==> src/rtl/serial_add_pkg.sv <==
// Shared types and constants for the nibble-serial add/subtract controller.
package serial_add_pkg;

    localparam int SLICE_W = 4;

    typedef enum logic [1:0] {
        IDLE,
        RUN,
        DONE
    } state_t;

endpackage

==> src/rtl/ripplecarryadder.sv <==
// 4-bit ripple-carry adder, used as the single shared slice adder.
module ripplecarryadder (
    input  logic [3:0] a,
    input  logic [3:0] b,
    input  logic       cin,
    output logic [3:0] sum,
    output logic       cout
);

    logic [4:0] c;

    assign c[0] = cin;

    for (genvar i = 0; i < 4; i++) begin : g_fa
        assign sum[i]   = a[i] ^ b[i] ^ c[i];
        assign c[i + 1] = (a[i] & b[i]) | (a[i] & c[i]) | (b[i] & c[i]);
    end

    assign cout = c[4];

endmodule

==> src/rtl/serial_add_ctrl.sv <==
// Nibble-serial add/subtract: one 4-bit adder walks the operands LSB slice first,
// taking NIBBLES cycles per operation, with a valid/ready handshake on both sides.
//
// state | meaning
// IDLE  | waiting for a request; in_ready high, last results retained
// RUN   | one slice per cycle through the shared adder
// DONE  | result presented; held until out_ready
module serial_add_ctrl
    import serial_add_pkg::*;
#(
    parameter int NIBBLES = 4
) (
    input  logic                         clk,
    input  logic                         rst,
    input  logic                         in_valid,
    output logic                         in_ready,
    input  logic [SLICE_W*NIBBLES-1:0]   op_a,
    input  logic [SLICE_W*NIBBLES-1:0]   op_b,
    input  logic                         sub,
    output logic                         out_valid,
    input  logic                         out_ready,
    output logic [SLICE_W*NIBBLES-1:0]   result,
    output logic                         cout,
    output logic                         ovf
);

    localparam int W  = SLICE_W * NIBBLES;
    localparam int IW = (NIBBLES > 1) ? $clog2(NIBBLES) : 1;
    localparam logic [IW-1:0] LAST = IW'(NIBBLES - 1);

    state_t              state;
    state_t              state_nx;
    logic [IW-1:0]       idx;
    logic                carry;
    logic [W-1:0]        a_reg;
    logic [W-1:0]        b_reg;
    logic [SLICE_W-1:0]  a_sl;
    logic [SLICE_W-1:0]  b_sl;
    logic [SLICE_W-1:0]  sum;
    logic                sum_co;
    logic                accept;
    logic                step;

    always_ff @(posedge clk or posedge rst) begin
        if (rst) begin
            state <= IDLE;
        end else begin
            state <= state_nx;
        end
    end

    always_comb begin
        state_nx = state;
        case (state)
            IDLE:    if (in_valid)     state_nx = RUN;
            RUN:     if (idx == LAST)  state_nx = DONE;
            DONE:    if (out_ready)    state_nx = IDLE;
            default:                   state_nx = IDLE;
        endcase
    end

    assign in_ready  = (state == IDLE);
    assign out_valid = (state == DONE);
    assign accept    = in_ready && in_valid;
    assign step      = (state == RUN);

    always_comb begin
        a_sl = '0;
        b_sl = '0;
        for (int i = 0; i < NIBBLES; i++) begin
            if (idx == IW'(i)) begin
                a_sl = a_reg[i*SLICE_W +: SLICE_W];
                b_sl = b_reg[i*SLICE_W +: SLICE_W];
            end
        end
    end

    ripplecarryadder u_slice_add (
        .a    (a_sl),
        .b    (b_sl),
        .cin  (carry),
        .sum  (sum),
        .cout (sum_co)
    );

    // Subtraction is a + ~b + 1: invert b once at accept and seed the carry with sub.
    always_ff @(posedge clk or posedge rst) begin
        if (rst) begin
            idx    <= '0;
            carry  <= 1'b0;
            a_reg  <= '0;
            b_reg  <= '0;
            result <= '0;
            cout   <= 1'b0;
            ovf    <= 1'b0;
        end else if (accept) begin
            idx    <= '0;
            carry  <= sub;
            a_reg  <= op_a;
            b_reg  <= op_b ^ {W{sub}};
            result <= '0;
        end else if (step) begin
            for (int i = 0; i < NIBBLES; i++) begin
                if (idx == IW'(i)) begin
                    result[i*SLICE_W +: SLICE_W] <= sum;
                end
            end
            carry <= sum_co;
            idx   <= idx + IW'(1);
            if (idx == LAST) begin
                // The final slice sum carries the result MSB, so flags settle with it.
                cout <= sum_co;
                ovf  <= (a_reg[W-1] == b_reg[W-1]) && (sum[SLICE_W-1] != a_reg[W-1]);
            end
        end
    end

endmodule

==> config.mk <==
export PLATFORM = sky130hd
export DESIGN_NAME = serial_add_ctrl
export DESIGN_NICKNAME = d
export VERILOG_FILES = /design/src/rtl/serial_add_pkg.sv /design/src/rtl/ripplecarryadder.sv /design/src/rtl/serial_add_ctrl.sv
export SDC_FILE = /design/constraint.sdc
export NUM_CORES = 1
export LEC_CHECK = 0
export CORE_AREA = 2 2 93 95
export CTS_CLUSTER_DIAMETER = 200
export DETAILED_ROUTE_END_ITERATION = 7
export DIE_AREA = 0 0 95 97
export DONT_BUFFER_PORTS = 1
export SLEW_MARGIN = 20
export SYNTH_ARGS = -nofsm -noshare
export SYNTH_HDL_FRONTEND = slang
export SYNTH_SLANG_ARGS = --single-unit
==> constraint.sdc <==
create_clock -name clk -period 4.75 [get_ports clk]
set_clock_uncertainty 0.1 [all_clocks]
set_input_delay 0.475 -clock clk [delete_from_list [all_inputs] [get_ports clk]]
set_output_delay 0.475 -clock clk [all_outputs]
set_load 0.005 [all_outputs]
## Word level (Yosys, flattened, before mapping)

Cells that the tools add are included.

- Equal/unequal tests: 10
- Muxes and demuxes: 22
- $add $sub $neg: 1
- Bitwise operators: 30
- Reductions and logical operators: 15

Operators with widths:

| kind | number |
|---|---|
| $mux 4 | 12 |
| $mux 16 | 2 |
| $xor 16x16->16 | 1 |
| $and 1x1->1 | 12 |
| $mux 2 | 5 |
| $reduce_bool 2->1 | 5 |
| $or 1x1->1 | 8 |
| $reduce_and 2->1 | 4 |
| $xor 1x1->1 | 8 |
| $eq 2x2->1 const B | 3 |
| $pmux 2 s3 | 1 |
| $reduce_and 3->1 | 2 |
| $eq 2x1->1 const B | 2 |
| $logic_not 2->1 | 2 |
| $ne 2x1->1 const B | 2 |
| $add 2x1->2 const B | 1 |
| $logic_and 1x1->1 | 2 |
| $mux 1 | 2 |
| $ne 2x2->1 const B | 1 |
| $eq 1x1->1 | 1 |
| $ne 1x1->1 | 1 |
| $not 1->1 | 1 |

- Output and inout bits: 20
- Input bits: 37
- Flip-flop bits (word level): 55
- Logic and storage cells: 89

## Logic depth before layout (Yosys ltp)

Gate-level depths: netlist of run 1.

- Depth after elaboration: 19
- Depth in mapped cells: 15
- Gate-level depth less buffers: 14

## Modules after synthesis

Synthesis of run 1 repeated with hierarchy kept, for this count alone.

- Cells, all modules: 254
- Area, all modules: 2773.9 um2

By module, submodules not included:

| module | seq. area each (um2) | cells each | instances | area an instance (um2) |
|---|---|---|---|---|
| serial_add_ctrl | 1376.3 | 240 | 1 | 2656.3 |
| ripplecarryadder | 0.0 | 14 | 1 | 117.6 |

## Least setup slack after synthesis of run 1

No wires, ideal clock.

- Kind: reg2reg
- Start point: register idx[0]
- End point: register result[3]
- Cell stages (with the launch flop): 15
- Setup slack: 1.333 ns
- Data required time: 4.529 ns
- Clock period less this slack: 3.417 ns
- Data arrival time: 3.196 ns
- Path through: dfrtp_1 inv_1 ha_1 nor2b_1 buf_2 a221oi_1 o31ai_1 fa_1 inv_1 fa_1 fa_1 inv_1 fa_1 a22o_1 a22o_1

- Longest elaborated chain between the ends: 18
- Elaborated cells on any way between the ends: 34
- Those cells by class: eq/ne: 3; mux: 11; bitwise: 17; reduce/logical: 3

RTL lines:

| element | RTL line | source |
|---|---|---|
| start: declaration | serial_add_ctrl.sv:33 | `logic [IW-1:0] idx;` |
| start signal: assignment | serial_add_ctrl.sv:109 | `idx <= idx + IW'(1);` |
| $logic_not 2->1 | serial_add_ctrl.sv:71, serial_add_ctrl.sv:104 |  |
| $mux 4 (4 in a row) | serial_add_ctrl.sv:71 | `if (idx == IW'(i)) begin` |
| $and 1x1->1 | ripplecarryadder.sv:16 | `assign c[i + 1] = (a[i] & b[i]) \| (a[i] & c[i]) \| (b[i] & c[i]);` |
| $or 1x1->1 (2 in a row) | ripplecarryadder.sv:16 |  |
| $and 1x1->1 | ripplecarryadder.sv:16 |  |
| $or 1x1->1 (2 in a row) | ripplecarryadder.sv:16 |  |
| $and 1x1->1 | ripplecarryadder.sv:16 |  |
| $or 1x1->1 (2 in a row) | ripplecarryadder.sv:16 |  |
| $xor 1x1->1 | ripplecarryadder.sv:15 | `assign sum[i] = a[i] ^ b[i] ^ c[i];` |
| $mux 4 | serial_add_ctrl.sv:104 | `if (idx == IW'(i)) begin` |
| $mux 16 | serial_add_ctrl.sv:102 | `end else if (step) begin` |
| $mux 16 | serial_add_ctrl.sv:96 | `end else if (accept) begin` |
| end signal: indexed assignment | serial_add_ctrl.sv:105 | `result[i*SLICE_W +: SLICE_W] <= sum;` |
| end: declaration | serial_add_ctrl.sv:22 | `output logic [SLICE_W*NIBBLES-1:0] result,` |

Several ways; a longest one is shown, not always the timed one. The select of a mux whose other input is x is not followed.
A chain may end at the register's enable or synchronous reset.

## Final worst setup path of run 1

- Start point: register idx[1]
- End point: register result[3]

The elaborated chain is that of the path after synthesis.

==> results of run 1 <==
[cell type report]
type | instances | share of cell area, %
timing repair buffer | 3 | 0.768
clock buffer | 5 | 2.35
inverter | 13 | 1.66
clock inverter | 3 | 1.62
tap | 105 | 4.48
sequential | 55 | 46.9
multi-input combinational | 164 | 42.2
[per-stage QoR]
step           std cells  setup slack [ps]  instance area, sq um
2_1_floorplan        249              1330                  2780
3_3_place_gp         340               865                  2820
3_5_place_dp         340               690                  2820
4_1_cts              348               659                  2930
5_1_grt              348               242                  2930
6_report             348               624                  2930
[final timing paths]
check	start	endpoint	slack [ps]
max	idx[1]	result[3]	620
min	rst	a_reg[7]	110
max reg2reg	idx[1]	result[3]	620
min reg2reg	a_reg[1]	a_reg[1]	430
max in group asynchronous	rst	result[1]	3960
min in group clk	out_ready	state[1]	140
[cell usage in the layout, fill, tap and decap left out, drive strengths merged, types with 5 or more instances in the layout]
master   synthesis  layout
dfrtp           55      55
o21ai            7       7
o2bb2ai          6       6
a22oi            5       5
nor2b            5       5
o31ai            5       5
nand2           12      12
clkbuf           1       5
xnor2           14      14
mux2            16      16
inv             13      14
a21oi           23      23
a22o            19      19
nor2            22      22
[power by group]
part	internal [uW]	leakage, uW	switching (uW)
clock	160	0.0000587	159
sequential	686	0.000666	187
combinational	578	0.000515	669
[cells by family after synthesis]
| group | share of synthesized area [%] |
|---|---|
| muxes | 6.85 |
| and+or+nand+nor | 8.79 |
| adders and majority gates | 4.69 |
| DFF | 49.6 |
| xor gates and xnor gates | 5.05 |
| buffers and inverters | 6.13 |
| AOI/OAI and AO/OA | 18.9 |
[critical path, stage by stage, from the launching register on]
cell	delay [ps]
dfrtp_1	400
inv_1	70
ha_1	330
nor2b_1	540
a221oi_1	210
o31ai_1	350
fa_1	220
inv_1	50
fa_1	370
fa_1	370
inv_1	90
fa_1	510
a22o_1	240
a22o_1	170
[layer usage]
metal,GRT usage (%),part of all wire [%],vias to the layer above
met5,0,0,-
met2,20.1,46,51
met4,3.68,1.7,0
li1,-,-,862
met1,18.1,46,859
met3,5.22,7.2,10
==> flow_summary.json, run 1 <==
{
  "yosysMostFrequentCell": "dfrtp_1",
  "grt_antenna_before_repair": 0,
  "ctsHoldBuffers": 0,
  "synth_seq_cells": 55,
  "cts_tree": "done",
  "cellLeakagePower_uw": 0.00124,
  "synthTopCellsByArea": "dfrtp_1 (50%), mux2_2 (6.5%), a22o_1 (6.0%)",
  "clk_latency_ps": 310,
  "die_w_um": 95,
  "grt_pass1_wl_um": 9640,
  "maxSlewHeadroom_pct": 28.3,
  "avgSynthCellArea_sq_um": 11.2,
  "clock-sinks": 55,
  "clockRootBuffer": "clkbuf_8",
  "hpwl_um": 4330,
  "hold_violations": 0,
  "start_util_pct": 34.1,
  "drtIter0Drc": 99,
  "die_y_um": 97,
  "seq_area_sq_um": 1380,
  "die_area_sq_um": 9220,
  "synth_top_area_share_pct": 49.6,
  "ios": 57,
  "fin_crit_sh_pct": 86.9,
  "p_total_uw": 2440,
  "route.detailed.drc": 0,
  "drv_slew": 0,
  "irDropWorstVdd_mv": 0.366,
  "setup-violations-final": 0,
  "drive_gt1_share_pct": 12.3,
  "cap_violations": 0,
  "syn-cell-area_sq_um": 2780,
  "synth_edf_count": 0,
  "yosysTopAreaCell": "dfrtp_1",
  "syn_nets": 294,
  "area_growth_syn_to_layout_pct": 5.59,
  "rows": 33,
  "cts_resized": 0,
  "first_pass_iters": 4,
  "ys_top_cells_by_count": "dfrtp_1 (55), a21oi_1 (23), nor2_1 (22), a22o_1 (19), mux2_2 (16)",
  "drt-total-wl_um": 5980,
  "grt_max_degree": 56,
  "tightest_slew_ps": 1070,
  "yosysSeqAreaShare_pct": 49.6,
  "status": "finished, final reports clean",
  "nets": 287,
  "grtUsageTotal_pct": 13.4,
  "clk_pin_slew_ps": 100,
  "multi_input_area_sq_um": 1240,
  "async_flop_share_pct": 100,
  "crit_type": "reg2reg",
  "clockBufferDepth": 2,
  "worstRegToRegCells": 13,
  "finalCriticalPeriod_ps": 4130,
  "num_vias": 1782,
  "tns_ps": 0,
  "max_freq_mhz": 242,
  "grt_pass1_vias": 1803,
  "crit_path_end_kind": "register",
  "ant_nets": 0,
  "routedWlPerCell_um": 17.2,
  "place_congestion": 0.749,
  "cp.arrival_ps": 4230,
  "yosysWarnings": 0,
  "numPortBuffers": 0,
  "ys_types": 34,
  "core_area_sq_um": 8130,
  "cts_htree_levels": 2,
  "powerDensity_nw_per_um2": 832,
  "ys.flop_type": "dfrtp_1",
  "nFillCells": 799,
  "synthCells": 249,
  "rsz0062_at_grt": "false",
  "grt.overflow.total": 0,
  "worst-path-max-fanout": 12,
  "holdWs_ps": 113,
  "postLayoutCoreUtil_pct": 36.0,
  "cts_setup_buffers": 0,
  "crit_required_ps": 4850,
  "cts_buffers": 5,
  "worstHoldPathType": "in2async",
  "via_per_inst": 5.12,
  "start_kind": "register",
  "diodes": 0
}
(Power assumes the default switching activity.)
==> inputs of run 2 (changes only) <==
--- a/config.mk
+++ b/config.mk
@@ -5,12 +5,14 @@
 export SDC_FILE = /design/constraint.sdc
 export NUM_CORES = 1
 export LEC_CHECK = 0
-export CORE_AREA = 2 2 93 95
+export ABC_AREA = 1
+export CORE_AREA = 2 2 94 96
 export CTS_CLUSTER_DIAMETER = 200
 export DETAILED_ROUTE_END_ITERATION = 7
-export DIE_AREA = 0 0 95 97
+export DIE_AREA = 0 0 96 98
 export DONT_BUFFER_PORTS = 1
 export SLEW_MARGIN = 20
 export SYNTH_ARGS = -nofsm -noshare
 export SYNTH_HDL_FRONTEND = slang
+export SYNTH_HIERARCHICAL = 1
 export SYNTH_SLANG_ARGS = --single-unit
==> flow_summary.json, run 2 <==
{
  "yosysMostFrequentCell": "nand2_1",
  "cts_tree": "done",
  "nets": 393,
  "tns_ps": 0,
  "crit_path_end_kind": "register",
  "yosysSeqAreaShare_pct": 47.8,
  "grt.overflow.total": 0,
  "numPortBuffers": 0,
  "fin_crit_sh_pct": 76.1,
  "layout_common_cells": "nand2_1 (157), dfrtp_1 (55), nand3_1 (45)",
  "ys.flop_type": "dfrtp_1",
  "rsz0062_at_grt": "false",
  "yosysWarnings": 6,
  "max_freq_mhz": 277,
  "drv_slew": 0,
  "crit_type": "reg2reg",
  "ys_types": 19,
  "cp.arrival_ps": 3730,
  "drtIter0Drc": 81,
  "synthCells": 357,
  "clk_pin_slew_ps": 100,
  "postLayoutCoreUtil_pct": 35.4,
  "p_total_uw": 2160,
  "first_pass_iters": 4,
  "diodes": 0,
  "synth_top_area_share_pct": 47.8,
  "yosysTopAreaCell": "dfrtp_1",
  "setup_ws_ps": 1140,
  "die_y_um": 98,
  "core_area_sq_um": 8470,
  "critPathBufInv": 7,
  "crit_path_top_delay_cell": "dfrtp_1",
  "synth_seq_cells": 55,
  "grt_max_degree": 66,
  "ys_top_cells_by_count": "nand2_1 (157), dfrtp_1 (55), nand3_1 (45), inv_1 (19), nor2_1 (18)",
  "grt_pass1_vias": 2274,
  "hold_violations": 0,
  "cts_resized": 0,
  "die_w_um": 96,
  "dp_slack_ps": 1120,
  "hpwl_um": 4450,
  "drt-total-wl_um": 6280,
  "maxSlewHeadroom_pct": 54.5,
  "clockBufferDepth": 2,
  "synthTopCellsByArea": "dfrtp_1 (48%), nand2_1 (20%), nand3_1 (7.8%)",
  "num_vias": 2145,
  "cp_common_cell": "inv_1",
  "cp_cell_sequence": "inv_1, ha_1, inv_1, nor2_1, nor2_1, nand2_1, nand2_1, inv_1, fa_1, inv_1, fa_1, fa_1, inv_1, fa_1, inv_1, inv_1, nand3_1, nand2_1, nand2_1, nand2_1",
  "cts_setup_buffers": 0,
  "synth_edf_count": 0,
  "syn-cell-area_sq_um": 2880,
  "drive_gt1_share_pct": 5.46,
  "area_growth_syn_to_layout_pct": 3.95,
  "powerDensity_nw_per_um2": 722,
  "setup-violations-final": 0,
  "syn_nets": 402,
  "cellLeakagePower_uw": 0.00163,
  "finalCriticalPeriod_ps": 3610,
  "place_congestion": 0.783,
  "final_common_cell": "nand2_1",
  "cts_htree_levels": 2,
  "clock-sinks": 55,
  "cpPeakStageDelay_ps": 430,
  "start_util_pct": 34.0,
  "irDropWorstVdd_mv": 0.220,
  "cap_violations": 0,
  "route.detailed.drc": 0,
  "ios": 57,
  "crit_required_ps": 4870,
  "die_area_sq_um": 9410,
  "async_flop_share_pct": 100,
  "via_per_inst": 4.70,
  "path_delay_family": "adder cells",
  "worstHoldPathType": "in2async",
  "worst-path-max-fanout": 10,
  "routedWlPerCell_um": 13.8,
  "clk_latency_ps": 310,
  "start_kind": "register",
  "grtUsageTotal_pct": 14.8,
  "status": "finished, final reports clean",
  "rows": 34,
  "cts_buffers": 5,
  "avgSynthCellArea_sq_um": 8.07,
  "clockRootBuffer": "clkbuf_8",
  "nFillCells": 897,
  "tightest_slew_ps": 682,
  "ant_nets": 0,
  "grt_pass1_wl_um": 11100,
  "ctsHoldBuffers": 0,
  "grt_antenna_before_repair": 0
}
-- run 2: final cells by class --
type                            instances  area (sq um)  area share [%]
Clock buffer                            5          68.8            2.30
Tap cell                              108           135            4.51
Timing Repair Buffer                    2          15.0           0.501
Sequential cell                        55          1380            45.9
Clock inverter                          2          37.5            1.25
Inverter                               22          82.6            2.76
Multi-Input combinational cell        262          1280            42.7
-- run 2: final timing paths --
path / from / slack [ps] / endpoint / cells after the start
worst max-delay path: idx[0] / 1140 / ovf / 20
worst min-delay path: rst / 130 / result[0] / 2
worst max register to register: idx[0] / 1140 / ovf / 20
worst min register to register: a_reg[2] / 390 / a_reg[2] / 2
max in group asynchronous: rst / 3970 / a_reg[4] / 2
min in group clk: out_ready / 160 / state[1] / 1
-- run 2: logic make-up (layout without fill, tap and decap cells) --
kind of cell / Yosys count / count (layout) / synth area share (%)
DFF: 55 / 55 / 47.8
AOI/OAI and AO/OA: 12 / 12 / 2.17
adders and majority gates: 8 / 8 / 4.52
buffers and inverters: 40 / 31 / 7.82
xor gates and xnor gates: 16 / 16 / 4.86
and+or+nand+nor: 226 / 226 / 32.9
-- run 2: stage by stage --
stage | cells | hold WS [ps] | cell area (sq um)
2_1_floorplan | 357 | 349 | 2880
3_3_place_gp | 449 | 371 | 2890
3_5_place_dp | 449 | 371 | 2890
4_1_cts | 456 | 148 | 3000
5_1_grt | 456 | 140 | 3000
6_report | 456 | 130 | 3000
-- run 2: routing by layer --
layer  part of all wire [%]  GRT usage, %  wire (um)
met1                     46          20.4       2900
met2                     47          22.8       2930
met3                    5.8          3.86        364
met4                    1.4          4.51         87
met5                      0             0          0
-- run 2: power by group --
| part | total [uW] | switching [uW] | internal [uW] |
|---|---|---|---|
| Clock | 308 | 153 | 154 |
| Sequential | 823 | 156 | 667 |
| Combinational | 1030 | 683 | 348 |
| Total | 2160 | 992 | 1170 |
